===== config.mk =====
export PLATFORM = sky130hd
export DESIGN_NAME = parametric_rr_mux
export DESIGN_NICKNAME = d
export VERILOG_FILES = /design/src/rtl/parametric_mux_pkg.sv /design/src/rtl/rr_arbiter.sv /design/src/rtl/parametric_rr_mux.sv
export SDC_FILE = /design/constraint.sdc
export NUM_CORES = 1
export LEC_CHECK = 0
export BUFFER_PORTS_ARGS = -buffer_cell sky130_fd_sc_hd__buf_2
export CAP_MARGIN = 20
export CORE_AREA = 8 8 98 100
export DETAILED_ROUTE_END_ITERATION = 8
export DIE_AREA = 0 0 106 108
export PLACE_DENSITY = 0.84
export SYNTH_ARGS = -nofsm -noshare
export SYNTH_HDL_FRONTEND = slang
export SYNTH_SLANG_ARGS = --single-unit

===== constraint.sdc =====
create_clock -name CLK -period 6.64 [get_ports CLK]
set_clock_uncertainty 0.2 [all_clocks]
set_input_delay 0.996 -clock CLK [delete_from_list [all_inputs] [get_ports CLK]]
set_output_delay 0.996 -clock CLK [all_outputs]
set_load 0.05 [all_outputs]

===== src/rtl/parametric_mux_pkg.sv =====
// Shared types and the round-robin search helper used by the stream mux.
package parametric_mux_pkg;

  // Packet-lock state of the mux: free to arbitrate, or held by one source
  typedef enum logic {
    MUX_IDLE   = 1'b0,
    MUX_LOCKED = 1'b1
  } mux_state_t;

  // Largest request vector the helper can search; index width to match
  localparam int RR_MAX_INPUTS = 64;
  localparam int RR_IDX_WIDTH  = 6;

  // Result of a round-robin search: whether anything requested, and who
  typedef struct packed {
    logic                    found;
    logic [RR_IDX_WIDTH-1:0] index;
  } rr_pick_t;

  // First requesting index strictly after 'pointer', wrapping modulo 'num'.
  // The pointer itself is visited last, so the previous winner has lowest
  // priority. Loop bound is constant; the live range is limited by 'num'.
  function automatic rr_pick_t rr_next_index(
    input int                       pointer,
    input logic [RR_MAX_INPUTS-1:0] req,
    input int                       num
  );
    rr_pick_t pick;
    int       cand;
    pick = '0;
    cand = 0;
    for (int off = 1; off <= RR_MAX_INPUTS; off++) begin
      if (off <= num) begin
        cand = pointer + off;
        if (cand >= num) begin
          cand = cand - num;
        end
        if (!pick.found && req[cand[RR_IDX_WIDTH-1:0]]) begin
          pick.found = 1'b1;
          pick.index = cand[RR_IDX_WIDTH-1:0];
        end
      end
    end
    return pick;
  endfunction

endpackage


===== src/rtl/rr_arbiter.sv =====
// Purely combinational round-robin arbiter: searches the request vector
// starting just after the pointer and returns a one-hot grant plus the
// encoded winner. NUM_REQ must not exceed the package search limit.
module rr_arbiter
  import parametric_mux_pkg::*;
#(
  parameter int NUM_REQ   = 8,
  parameter int SEL_WIDTH = $clog2(NUM_REQ)
) (
  input  logic [NUM_REQ-1:0]   req,
  input  logic [SEL_WIDTH-1:0] pointer,
  output logic [NUM_REQ-1:0]   grant,
  output logic [SEL_WIDTH-1:0] index,
  output logic                 found
);

  logic [RR_MAX_INPUTS-1:0] req_ext;
  rr_pick_t                 pick;

  // Widen the request vector to the helper's size and run the search
  always_comb begin
    req_ext                = '0;
    req_ext[NUM_REQ-1:0]   = req;
    pick                   = rr_next_index(int'(pointer), req_ext, NUM_REQ);
  end

  assign found = pick.found;
  assign index = pick.index[SEL_WIDTH-1:0];

  // Decode the winner into a one-hot grant, all zero when nobody requests
  generate
    for (genvar gi = 0; gi < NUM_REQ; gi++) begin : g_grant
      assign grant[gi] = pick.found && (pick.index == RR_IDX_WIDTH'(gi));
    end
  endgenerate

endmodule


===== src/rtl/parametric_rr_mux.sv =====
// N-to-1 valid/ready stream mux. Round-robin arbitration between packets,
// a packet lock from first beat to LAST so packets never interleave, and a
// single registered output stage that also reports which source each beat
// came from (SEL_OUT) for routing replies back through a demux.
module parametric_rr_mux
  import parametric_mux_pkg::*;
#(
  parameter  int DATA_WIDTH = 16,
  parameter  int NUM_INPUTS = 8,
  localparam int SEL_WIDTH  = $clog2(NUM_INPUTS)
) (
  input  logic                  CLK,
  input  logic                  RST,
  input  logic [DATA_WIDTH-1:0] BUS_IN [NUM_INPUTS],
  input  logic [NUM_INPUTS-1:0] VALID_IN,
  input  logic [NUM_INPUTS-1:0] LAST_IN,
  output logic [NUM_INPUTS-1:0] READY_OUT,
  output logic [DATA_WIDTH-1:0] BUS_OUT,
  output logic                  VALID_OUT,
  output logic                  LAST_OUT,
  output logic [SEL_WIDTH-1:0]  SEL_OUT,
  input  logic                  READY_IN
);

  // Lock FSM and round-robin pointer
  mux_state_t           state_reg, state_next;
  logic [SEL_WIDTH-1:0] lock_idx_reg, lock_idx_next;
  logic [SEL_WIDTH-1:0] ptr_reg, ptr_next;

  // Output register stage
  logic [DATA_WIDTH-1:0] data_reg, data_next;
  logic                  valid_reg, valid_next;
  logic                  last_reg, last_next;
  logic [SEL_WIDTH-1:0]  sel_reg, sel_next;

  // Arbitration results
  logic [NUM_INPUTS-1:0] arb_grant;
  logic [SEL_WIDTH-1:0]  arb_index;
  logic                  arb_found;
  logic [SEL_WIDTH-1:0]  grant_idx;
  logic                  grant_valid;
  logic                  stage_free;
  logic                  accept;

  rr_arbiter #(
    .NUM_REQ   (NUM_INPUTS),
    .SEL_WIDTH (SEL_WIDTH)
  ) u_arbiter (
    .req     (VALID_IN),
    .pointer (ptr_reg),
    .grant   (arb_grant),
    .index   (arb_index),
    .found   (arb_found)
  );

  // Pick the granted source: the locked owner, else the round-robin winner.
  // A locked owner stays granted even while its VALID is low.
  always_comb begin
    stage_free = !valid_reg || READY_IN;
    if (state_reg == MUX_LOCKED) begin
      grant_idx   = lock_idx_reg;
      grant_valid = 1'b1;
    end else begin
      grant_idx   = arb_index;
      grant_valid = arb_found;
    end
    accept = stage_free && grant_valid && VALID_IN[grant_idx];
  end

  // Per-source ready: only the granted source, only when the stage can take
  // a beat, and forced low while reset is held
  generate
    for (genvar gi = 0; gi < NUM_INPUTS; gi++) begin : g_ready
      assign READY_OUT[gi] = !RST && stage_free &&
                             ((state_reg == MUX_LOCKED) ?
                              (lock_idx_reg == SEL_WIDTH'(gi)) : arb_grant[gi]);
    end
  endgenerate

  // Next-state logic for lock FSM, pointer and output register
  always_comb begin
    state_next    = state_reg;
    lock_idx_next = lock_idx_reg;
    ptr_next      = ptr_reg;
    data_next     = data_reg;
    valid_next    = valid_reg;
    last_next     = last_reg;
    sel_next      = sel_reg;

    if (accept) begin
      data_next  = BUS_IN[grant_idx];
      last_next  = LAST_IN[grant_idx];
      sel_next   = grant_idx;
      valid_next = 1'b1;
      if (LAST_IN[grant_idx]) begin
        // Packet done: release the lock and move priority past this source
        state_next = MUX_IDLE;
        ptr_next   = grant_idx;
      end else begin
        state_next    = MUX_LOCKED;
        lock_idx_next = grant_idx;
      end
    end else if (valid_reg && READY_IN) begin
      // Beat drained with nothing behind it; data/sel/last keep their value
      valid_next = 1'b0;
    end
  end

  // State register; reset drops any partial packet and gives input 0 priority
  always_ff @(posedge CLK or posedge RST) begin
    if (RST) begin
      state_reg    <= MUX_IDLE;
      lock_idx_reg <= '0;
      ptr_reg      <= SEL_WIDTH'(NUM_INPUTS - 1);
      data_reg     <= '0;
      valid_reg    <= 1'b0;
      last_reg     <= 1'b0;
      sel_reg      <= '0;
    end else begin
      state_reg    <= state_next;
      lock_idx_reg <= lock_idx_next;
      ptr_reg      <= ptr_next;
      data_reg     <= data_next;
      valid_reg    <= valid_next;
      last_reg     <= last_next;
      sel_reg      <= sel_next;
    end
  end

  assign BUS_OUT   = data_reg;
  assign VALID_OUT = valid_reg;
  assign LAST_OUT  = last_reg;
  assign SEL_OUT   = sel_reg;

endmodule


==> impl_metrics.py <==
metrics = {
    "run_status": {
        "status": "completed",
    },
    "final_layout": {
        "instances_no_fill": 616,
        "area_growth_pct": 26.1,
        "finalInstanceArea_sq_mm": 0.00474,
        "largest_reg_flops": 16,
        "multiInputGateArea_sq_mm": 0.00286,
        "drive_above_1_share_pct": 53.9,
        "num-nets-final": 666,
        "nFillCells": 707,
        "regArea_sq_um": 704,
    },
    "setup_path": {
        "cpMostUsedCell": "nor2_1",
        "startpoint_type": "flip-flop",
        "crit_path_top_delay_cell": "dfstp_2",
        "cp_slowest_stage_delay_ps": 800,
        "critPathMaxFanout": 20,
        "end_kind": "output pin",
        "crit_chain": "inv_1 -> ha_1 -> mux4_2 -> mux2i_1 -> nor2_1 -> or4_1 -> nor3_1 -> nor2_1 -> or3b_2 -> a21oi_1 -> buf_2",
        "cp.arrival_ps": 4970,
        "critPathRequiredTime_ps": 5440,
        "worstSetupPathType": "flip-flop to output pin",
        "r2r_cells": 12,
    },
    "synth": {
        "synth_nets": 510,
        "syn_area_sq_mm": 0.00376,
        "synth_seq_cells": 28,
        "synth_cell_types": 69,
        "synth_cells": 355,
        "ys_top_cells_by_area": "mux4_2 26%, dfrtp_1 17%, mux2_2 6.6%, mux2i_1 3.7%, mux2_1 3.6%",
        "async_flop_share_pct": 100,
        "synth_ff_type": "dfrtp_1",
        "synth_edf_count": 0,
        "yosysMostFrequentCell": "mux4_2",
        "yosysSeqAreaShare_pct": 18.7,
        "synth_top_area_share_pct": 26.3,
        "synth_area_per_cell_sq_um": 10.6,
        "synthTopCellsByCount": "44 x mux4_2, 25 x dfrtp_1, 23 x nor2_1",
        "synth_top_area_cell": "mux4_2",
        "synth.yosys.warnings": 0,
    },
    "sta": {
        "hold_viol": 0,
        "max_freq_mhz": 162,
        "rsz0062_at_grt": "false",
        "tns_ps": 0,
        "setup_violations": 0,
        "worst_pin_slew_ps": 802,
        "drv_slew": 0,
        "finalCritPeriodShare_pct": 92.9,
        "layout_min_cycle_time_ps": 6170,
        "relSlewSlack_pct": 46.2,
    },
    "hold_path": {
        "hp-class": "flip-flop to flip-flop",
        "min_path_cells": 1,
    },
    "global_routing": {
        "track_usage_pct": 22.0,
        "grt_pass1_wl_mm": 20.7,
        "overflow": 0,
        "grt_start_max_net_pins": 37,
        "antenna_found_initial": 1,
        "grt_pass1_vias": 4119,
    },
    "die": {
        "die_h_um": 108,
        "pin_count": 176,
        "dieArea_sq_mm": 0.0114,
        "rows": 33,
        "die_w_um": 106,
        "start_util_pct": 46.7,
        "core_sq_mm": 0.00805,
    },
    "routing": {
        "route.detailed.drc": 0,
        "antenna_left": 0,
        "routed-via-count": 3801,
        "vias_per_cell": 6.17,
        "wl_per_cell_um": 21.1,
        "drt_iter0_markers": 205,
        "firstDrtPassIters": 5,
        "drt_wl_total_mm": 13.0,
    },
    "placement": {
        "place_area_sq_mm": 0.00467,
        "place_inst": 611,
        "gp_congestion": 0.952,
        "dp_hpwl_mm": 10.6,
        "io_buffers": 175,
    },
    "clock_tree": {
        "cts_resized": 0,
        "cts_tree": "yes",
        "hold_buffers": 0,
        "numCtsBuffers": 3,
        "post_cts_buffers": 0,
        "clock_latency_ps": 270,
        "numClockSinks": 28,
        "clk_pin_slew_ps": 90,
        "cts_root_buf": "clkbuf_8",
        "clock_path_buffers": 2,
        "ctsHtreeMaxLevel": 1,
    },
    "job": {
        "maxCapViolations": 0,
    },
}
==> placed cells by master, fill, tap and decap left out, types with 4 or more instances in the layout <==
master,synthesis,routed
nor2_1,23,23
mux4_2,44,44
buf_4,0,5
a21oi_1,15,15
buf_2,9,175
mux2_1,12,12
a211o_1,5,5
nand3b_1,4,4
a31oi_1,4,4
dfrtp_1,25,25
mux2_4,6,6
mux2i_1,14,13
and2_1,5,5
nor3_1,4,4
mux2_2,22,22
inv_1,15,15
nand3_1,22,22
ha_1,8,8
nand2_1,17,17
o211ai_1,4,4
o21ai_0,9,9
==> cells by family (layout without fill, tap and decap cells) <==
family                   Yosys count  count (layout)  share of synthesized area, %
buffers and inverters             45             200                          5.58
adder cells (fa/ha/maj)            8               8                          2.66
AND/OR/NAND/NOR                   98              98                          13.9
other                              0               1                             0
AO/OA/AOI/OAI                     76              76                          16.0
multiplexers                      98              98                          42.6
XOR/XNOR                           2               2                         0.466
flip-flops                        28              28                          18.7
==> final timing paths <==
path | slack (ps) | start | endpoint
setup / recovery | 470 | ptr_reg[1] | READY_OUT[3]
min in group asynchronous | 580 | RST | BUS_OUT[12]
setup reg to reg | 660 | ptr_reg[1] | BUS_OUT[13]
hold reg to reg | 290 | BUS_OUT[1] | BUS_OUT[1]
max in group asynchronous | 5330 | RST | ptr_reg[1]
hold / removal | 290 | BUS_OUT[1] | BUS_OUT[1]
==> area by class of cell <==
type	instances	share of cell area, %
clock inverters	1	0.633
inverters	16	1.27
diodes	1	0.0527
well taps	105	2.77
multi-input cells	282	60.3
clock buffers	3	0.870
repair buffers	180	19.3
flip-flops and latches	28	14.8
==> per-layer routing <==
| layer | vias to the layer above | part of all wire [%] | track usage (%) |
|---|---|---|---|
| li1 | 1726 | - | - |
| met3 | 34 | 8.3 | 4.88 |
| met2 | 220 | 54 | 40.3 |
| met4 | 0 | 2.4 | 7.44 |
| met5 | - | 0 | 0 |
| met1 | 1821 | 36 | 24.7 |
==> metrics by stage <==
stage	utilization [%]	hold slack (ps)	setup WS [ps]
floorplan	-	319	812
detailed placement	58.0	272	709
global placement	58.0	265	901
finish	58.9	295	470
CTS	58.9	298	512
global route	58.9	322	172
==> worst max-delay path: cells and delay by family, from the launching register on <==
kind | cells | cell delay, ps
AO/OA/AOI/OAI | 1 | 150
adder cells (fa/ha/maj) | 1 | 740
buffers and inverters | 2 | 500
flip-flops | 1 | 800
multiplexers | 2 | 730
AND/OR/NAND/NOR | 5 | 1780
Power is left out: the tool's default activity adds up to more than one toggle a clock period on the data nets, which glitch-free logic cannot reach.
